===== config.mk =====
export PLATFORM = sky130hd
export DESIGN_NAME = flash_reader
export DESIGN_NICKNAME = d
export VERILOG_FILES = /design/src/rtl/flash_reader.sv
export SDC_FILE = /design/constraint.sdc
export NUM_CORES = 1
export LEC_CHECK = 0
export CAP_MARGIN = 20
export CORE_MARGIN = 3
export CORE_UTILIZATION = 50
export CTS_BUF_LIST = sky130_fd_sc_hd__clkbuf_4 sky130_fd_sc_hd__clkbuf_8
export DETAILED_ROUTE_END_ITERATION = 10
export GPL_ROUTABILITY_DRIVEN = 1
export PLACE_DENSITY_LB_ADDON = 0.15
export REMOVE_ABC_BUFFERS = 1
export SLEW_MARGIN = 20
export SYNTH_ARGS = -nofsm -noshare
export SYNTH_HDL_FRONTEND = slang
export SYNTH_SLANG_ARGS = --single-unit

===== constraint.sdc =====
create_clock -name clk -period 2.87 [get_ports clk]
set_input_delay 0.287 -clock clk [delete_from_list [all_inputs] [get_ports clk]]
set_output_delay 0.287 -clock clk [all_outputs]
set_load 0.1 [all_outputs]

===== src/rtl/flash_reader.sv =====
// SPI serial-flash read responder: turns a bus read into one READ (0x03) transaction and returns a little-endian 32-bit word.
// Optional single-entry read cache is enabled with `define FLASH_CACHE_EN.
module flash_reader #(
    parameter int CLK_DIV = 1
) (
    input  logic        clk,
    input  logic        reset_n,
    input  logic [31:0] address_in,
    input  logic        sel_in,
    input  logic        read_in,
    output logic [31:0] read_value_out,
    input  logic [3:0]  write_mask_in,
    input  logic [31:0] write_value_in,
    output logic        ready_out,
    output logic        flash_clk,
    output logic        flash_csn,
    output logic        flash_io0_out,
    output logic        flash_io0_en,
    input  logic        flash_io1_in,
    output logic        flash_io1_out,
    output logic        flash_io1_en
);

    localparam int DIV_W = (CLK_DIV > 1) ? $clog2(CLK_DIV) : 1;
    localparam logic [DIV_W-1:0] DIV_LAST = DIV_W'(CLK_DIV - 1);
    localparam logic [7:0] CMD_READ = 8'h03;

    typedef enum logic [1:0] {
        IDLE  = 2'd0,
        SHIFT = 2'd1,
        DONE  = 2'd2
    } state_t;

    state_t           state_r, state_s;
    logic [63:0]      shift_r, shift_s;
    logic [31:0]      rx_r, rx_s;
    logic [31:0]      data_r, data_s;
    logic [DIV_W-1:0] div_r, div_s;
    logic [5:0]       bit_r, bit_s;
    logic             sclk_r, sclk_s;
    logic             csn_r, csn_s;
    logic             io0_en_r, io0_en_s;
    logic             ready_r, ready_s;
    logic             read_req_s;
    logic             write_ack_s;
    logic             start_s;
    logic             fill_s;
    logic             cache_hit_s;
    logic             unused_s;

    // Flash bytes arrive b0 first; the bus word is {b3,b2,b1,b0}.
    function automatic logic [31:0] byte_swap(input logic [31:0] rx);
        byte_swap = {rx[7:0], rx[15:8], rx[23:16], rx[31:24]};
    endfunction

`ifdef FLASH_CACHE_EN
    logic        cache_valid_r;
    logic [21:0] cache_tag_r;
    logic [31:0] cache_data_r;
    logic [21:0] pend_tag_r;

    // Cache entry: tag captured at transaction start, filled when the word completes.
    always_ff @(posedge clk or negedge reset_n) begin
        if (!reset_n) begin
            cache_valid_r <= 1'b0;
            cache_tag_r   <= 22'd0;
            cache_data_r  <= 32'd0;
            pend_tag_r    <= 22'd0;
        end else begin
            if (start_s) begin
                pend_tag_r <= address_in[23:2];
            end
            if (fill_s) begin
                cache_valid_r <= 1'b1;
                cache_tag_r   <= pend_tag_r;
                cache_data_r  <= data_s;
            end
        end
    end
`endif

    assign read_req_s  = sel_in && read_in;
    assign write_ack_s = (state_r == IDLE) && sel_in && !read_in && (write_mask_in != 4'b0000);

    // Next-state and next-register values for the transaction sequencer.
    always_comb begin
        state_s     = state_r;
        shift_s     = shift_r;
        rx_s        = rx_r;
        data_s      = data_r;
        div_s       = div_r;
        bit_s       = bit_r;
        sclk_s      = sclk_r;
        csn_s       = csn_r;
        io0_en_s    = io0_en_r;
        ready_s     = 1'b0;
        start_s     = 1'b0;
        fill_s      = 1'b0;
        cache_hit_s = 1'b0;
`ifdef FLASH_CACHE_EN
        cache_hit_s = cache_valid_r && (cache_tag_r == address_in[23:2]);
`endif
        case (state_r)
            IDLE: begin
                if (read_req_s && cache_hit_s) begin
`ifdef FLASH_CACHE_EN
                    data_s  = cache_data_r;
`endif
                    state_s = DONE;
                    ready_s = 1'b1;
                end else if (read_req_s) begin
                    start_s  = 1'b1;
                    state_s  = SHIFT;
                    shift_s  = {CMD_READ, address_in[23:2], 2'b00, 32'h0000_0000};
                    rx_s     = 32'h0000_0000;
                    div_s    = '0;
                    bit_s    = 6'd0;
                    sclk_s   = 1'b0;
                    csn_s    = 1'b0;
                    io0_en_s = 1'b1;
                end else begin
                    state_s = IDLE;
                end
            end
            SHIFT: begin
                if (div_r != DIV_LAST) begin
                    div_s = div_r + DIV_W'(1);
                end else if (!sclk_r) begin
                    div_s  = '0;
                    sclk_s = 1'b1;
                    rx_s   = {rx_r[30:0], flash_io1_in};
                end else if (bit_r == 6'd63) begin
                    div_s    = '0;
                    sclk_s   = 1'b0;
                    state_s  = DONE;
                    csn_s    = 1'b1;
                    io0_en_s = 1'b0;
                    ready_s  = 1'b1;
                    data_s   = byte_swap(rx_r);
                    fill_s   = 1'b1;
                end else begin
                    div_s   = '0;
                    sclk_s  = 1'b0;
                    bit_s   = bit_r + 6'd1;
                    shift_s = {shift_r[62:0], 1'b0};
                    // Command and address occupy the first 32 bits; MOSI is released after them.
                    if (bit_r == 6'd31) begin
                        io0_en_s = 1'b0;
                    end else begin
                        io0_en_s = io0_en_r;
                    end
                end
            end
            DONE: begin
                state_s = IDLE;
            end
            default: begin
                state_s  = IDLE;
                csn_s    = 1'b1;
                sclk_s   = 1'b0;
                io0_en_s = 1'b0;
            end
        endcase
    end

    // Sequencer state register; reset parks the SPI lines with csn high and clock low.
    always_ff @(posedge clk or negedge reset_n) begin
        if (!reset_n) begin
            state_r  <= IDLE;
            shift_r  <= 64'd0;
            rx_r     <= 32'd0;
            data_r   <= 32'd0;
            div_r    <= '0;
            bit_r    <= 6'd0;
            sclk_r   <= 1'b0;
            csn_r    <= 1'b1;
            io0_en_r <= 1'b0;
            ready_r  <= 1'b0;
        end else begin
            state_r  <= state_s;
            shift_r  <= shift_s;
            rx_r     <= rx_s;
            data_r   <= data_s;
            div_r    <= div_s;
            bit_r    <= bit_s;
            sclk_r   <= sclk_s;
            csn_r    <= csn_s;
            io0_en_r <= io0_en_s;
            ready_r  <= ready_s;
        end
    end

    // Writes are acknowledged immediately so the CPU never stalls on this block.
    assign ready_out      = ready_r | write_ack_s;
    assign read_value_out = (sel_in && ready_r) ? data_r : 32'h0000_0000;
    assign flash_clk      = sclk_r;
    assign flash_csn      = csn_r;
    assign flash_io0_out  = shift_r[63];
    assign flash_io0_en   = io0_en_r;
    assign flash_io1_out  = 1'b0;
    assign flash_io1_en   = 1'b0;
    assign unused_s       = &{1'b0, write_value_in, address_in[31:24], address_in[1:0]};

endmodule


# [Yosys cells after proc, flatten, opt, wreduce, memory -nomap -nowiden]
# Cells that the tools add are included.
[totals] regBits=141 in_bits=73 output_inout_bits=39 elab_cells=83
[op_classes] n_addsub=2 eq_ne=11 n_mux=40 n_bitwise=3 reduce_logical=17
[op_table] op="$mux W64" count=4
[op_table] op="$mux W32" count=4
[op_table] op="$pmux W64 S2" count=1
[op_table] op="$pmux W32 S2" count=1
[op_table] op="$mux W6" count=4
[op_table] op="$mux W1" count=17
[op_table] op="$reduce_and A5 Y1" count=3
[op_table] op="$ne A2 B2 Y1 const B" count=6
[op_table] op="$pmux W6 S2" count=1
[op_table] op="$pmux W1 S3" count=3
[op_table] op="$reduce_and A4 Y1" count=2
[op_table] op="$add A6 B1 Y6 const B" count=1
[op_table] op="$eq A6 B5 Y1 const B" count=1
[op_table] op="$eq A6 B6 Y1 const B" count=1
[op_table] op="$mux W2" count=3
[op_table] op="$reduce_and A3 Y1" count=2
[op_table] op="$logic_and A1 B1 Y1" count=5
[op_table] op="$pmux W2 S2" count=1
[op_table] op="$reduce_bool A4 Y1" count=1
[op_table] op="$ne A3 B3 Y1 const B" count=1
[op_table] op="$eq A2 B1 Y1 const B" count=1
[op_table] op="$eq A2 B2 Y1 const B" count=1
[op_table] op="$logic_not A2 Y1" count=1
[op_table] op="$not A1 Y1" count=2
[op_table] op="other kinds (6)" count=6

# [Longest topological paths before layout]
[depth] word_depth=6 depth_mapped=8 depth_no_buf=4

# [Worst setup path after synthesis]
# OpenSTA, ideal clock, no wires.
[synth_path] path_type="register to register" start="register sclk_r, in the netlist flash_clk" end="register data_r[10]" t_arrival_ns=2.075 t_required_ns=2.743 setup_slack_ns=0.668 path_stages_with_launch=6 cell_sequence="dfrtp_1 -> clkbuf_1 -> nand3_2 -> nor2_4 -> buf_6 -> mux2_1"
[synth_via] elab_chain_len=1
[synth_lines] element="start, declared" line_no="40" source="logic sclk_r, sclk_s;"
[synth_lines] element="start signal, assigned" line_no="186" source="sclk_r <= sclk_s;"
[synth_lines] element="$reduce_and A4 Y1 (no line)"
[synth_lines] element="end signal, assigned" line_no="183" source="data_r <= data_s;"
[synth_lines] element="end, declared" line_no="37" source="logic [31:0] data_r, data_s;"
# No other way between the ends.
# A chain may end at the register's enable or synchronous reset.

# [Worst setup path after layout]
[layout_path] start="input sel_in" end="register shift_r[37]"
[layout_via] elab_chain_len=3
[layout_lines] element="start, declared" line_no="9" source="input logic sel_in,"
[layout_lines] element="$logic_and A1 B1 Y1" line_no="82" source="assign read_req_s = sel_in && read_in;"
[layout_lines] element="$ne A2 B2 Y1 (no line)"
[layout_lines] element="$reduce_and A5 Y1 (no line)"
[layout_lines] element="end signal, assigned" line_no="181" source="shift_r <= shift_s;"
[layout_lines] element="end, declared" line_no="35" source="logic [63:0] shift_r, shift_s;"
# No other way between the ends.

==> metrics <==
status finished clean; Cell variety after synth 43; WP data arrival 2.41 ns; first-pass GRT wire length 16590 um; Yosys top cell area share 0.5482; number of placed I/O pins 112; antenna cells 0; CTS Root Buffer Type clkbuf_8; # DRC 0; total power 4.707 mW; Slowest cell on crit path clkdlybuf4s50_1; First DRT Iteration DRCs 197; CP bufs+invs 1; PostCTS Resize Cnt 0; Yosys reg bits 106; area grow syn2layout 25.69%; Reg clk slew, reported paths 0.10 ns; worst setup margin 0.7037 ns; sequential element share of the synthesized area 0.5536; Static Leakage 2.888 nW; worst path cell trace clkdlybuf4s50_1 > nor4bb_2 > a21o_1 > and2_4 > a31oi_1; register share of total power 0.472; Die ar. 10800 um^2; # nets final 597; final worst path period need 2.166 ns; critical path class in2reg; final hold slack 0.4706 ns; Core Area 9284 um^2; commonest cells after routing, fill and taps aside nand2_1, dfrtp_1, and3_1; final cell count without fillers 657; HPWL after detailed placement 6250 um; largest net degree at the start of global routing 65; worst hold path type in2reg; Die Height 103.9 um; WP data required 3.11 ns; cell internal pwr 2.912 mW; Synth area leader dfrtp_1; CP top delay family buffers and inverters; number of synthesized flops with an enable pin 0; CP max stage delay 0.75 ns; Overall Global Routing Usage 0.1862; PD cells 781.3 nW/um^2; Pins Over Slew Limit 0; vias in the first global route 3449; CTS max path bufs 2; htree depth 3; worst-path fanout max 22; Num CTS Buffers 9; IO buf count 67; Starting Density 0.5163; Least-Margin Pin Slew 0.9896 ns; maximum clock rate 461.6 MHz; Area contributors post-synth dfrtp_1, nand2_1, mux2_1; GRT overflow 0; vias per cell 5.422; pre-CTS setup slack 0.3504 ns; CP endpoint kind flip-flop; post-route ant nets 0; Via Count 3562; period utilization 0.7548; synthesized area per cell 10.13 um^2; most common cell after layout, fill and taps aside nand2_1; Worst IR Drop VDD 0.0004683 V; CTS sink count 106; cells after synthesis 473; worst-skew pair later-pin latency 0.36 ns; Slew headroom 0.3403; clock group share of total power 0.196; Area after DPL 5816 um^2; Hold Violations, Final 0; Post-Syn Area 4793 um^2; Worst setup SP type primary input; Routed WL per cell 14.95 um; Net Sw Frac 0.3812; Synth Warn # 0; final-report setup violation count 0; Max-Cap Viols 0; placer congestion estimate 0.7310; post-route cell area 6025 um^2; FFs w/ async S/R, synth 1.000; Logic pwr share 0.332; share of post-route cells with drive strength above 1 0.1402; RSZ-0062 raised after global routing false; Pre-antenna DRT Iters 4; chip width 103.9 um; Rows 35; Sw Pwr 1.794 mW; TritonCTS clock tree done; filler instances 771; predominant post-synthesis flop cell dfrtp_1; final WL 9825 um; clock skew 0.007208 ns; # placed instances 640; initial antenna violation count 0
[flip-flops by register name, summed over array words and instances, names as in the netlist]
signal / flops
data_r: 32
flash_io0_en: 1
rx_r: 32
flash_csn: 1
state_r: 2
ready_r: 1
flash_clk: 1
shift_r: 30
bit_r: 6
[cells in the mapped netlist (3+ instances only)]
cell type	instances
nand2_1	111
and3_1	36
nor2b_1	8
nand2b_1	3
a31oi_1	23
inv_1	4
buf_4	6
mux2_1	32
buf_2	4
buf_6	6
a21oi_1	29
o21ai_0	10
a21o_1	4
dfrtp_1	105
o21ai_1	25
o2bb2ai_1	7
clkbuf_1	26
nor2_1	4
[kinds of logic after synthesis]
logic type | count (synthesis) | share of synthesized area
AOI/OAI and AO/OA | 109 | 0.1347
buffers and inverters | 46 | 0.05116
other | 1 | 0.0007823
adders and majority gates | 1 | 0.002610
and+or+nand+nor | 174 | 0.1736
xor gates and xnor gates | 1 | 0.001828
DFF | 106 | 0.5536
muxes | 35 | 0.08170
[what timing repair did]
item,4_1_cts,5_1_grt
hold buffers,1,0
buffers inserted,0,0
hold endpoints to repair,47,0
[layer usage]
layer  GRT usage  wire (um)
met3     0.03662        378
met1      0.2603       4578
met4     0.06173        123
met2      0.2939       4745
met5           0          0
[worst register-to-register path, stage by stage, from the launching register on]
cell	delay, ns
dfrtp_1	0.46
ha_1	0.39
nand3_2	0.20
nor2_4	0.11
buf_4	0.40
mux2_1	0.40
[metrics by stage]
stage                     setup TNS (ns)    util
after floorplan                   -26.07       -
after global placement                 0  0.6264
after detailed placement               0  0.6264
after CTS                              0  0.6489
after global routing                   0  0.6489
final                                  0  0.6489
[worst paths after layout]
kind,from,endpoint,slack [ns],depth (start not counted)
worst max-delay path,sel_in,shift_r[37]$_DFFE_PN0P_,0.70,5
max in group asynchronous,reset_n,rx_r[17]$_DFFE_PN0P_,1.56,3
min in group asynchronous,reset_n,shift_r[60]$_DFFE_PN0P_,0.48,2
worst min-delay path,address_in[22],shift_r[54]$_DFFE_PN0P_,0.47,3
worst min register to register,data_r[7]$_DFFE_PN0P_,data_r[7]$_DFFE_PN0P_,0.49,1
worst max register to register,bit_r[0]$_DFFE_PN0P_,data_r[2]$_DFFE_PN0P_,0.79,5
[power by group through the flow]
stage               Combinational (mW)  Sequential [mW]  Clock (mW)
global placement                  1.51             2.23           0
finish                            1.56             2.22       0.922
global route                      1.75             2.28        1.01
floorplan                        0.973             2.37           0
CTS                               1.58             2.22       0.955
detailed placement                1.58             2.25           0
[layout make-up]
class                      instances  area, um^2  share of cell area
sequential                       106        2654              0.4405
multi-input combinational        322        1907              0.3165
timing repair buffer              80        1089              0.1807
tap                              129       161.4             0.02679
clock buffer                      11       145.1             0.02409
clock inverter                     5       53.80            0.008930
inverter                           4       15.01            0.002492
(Power assumes the default switching activity.)
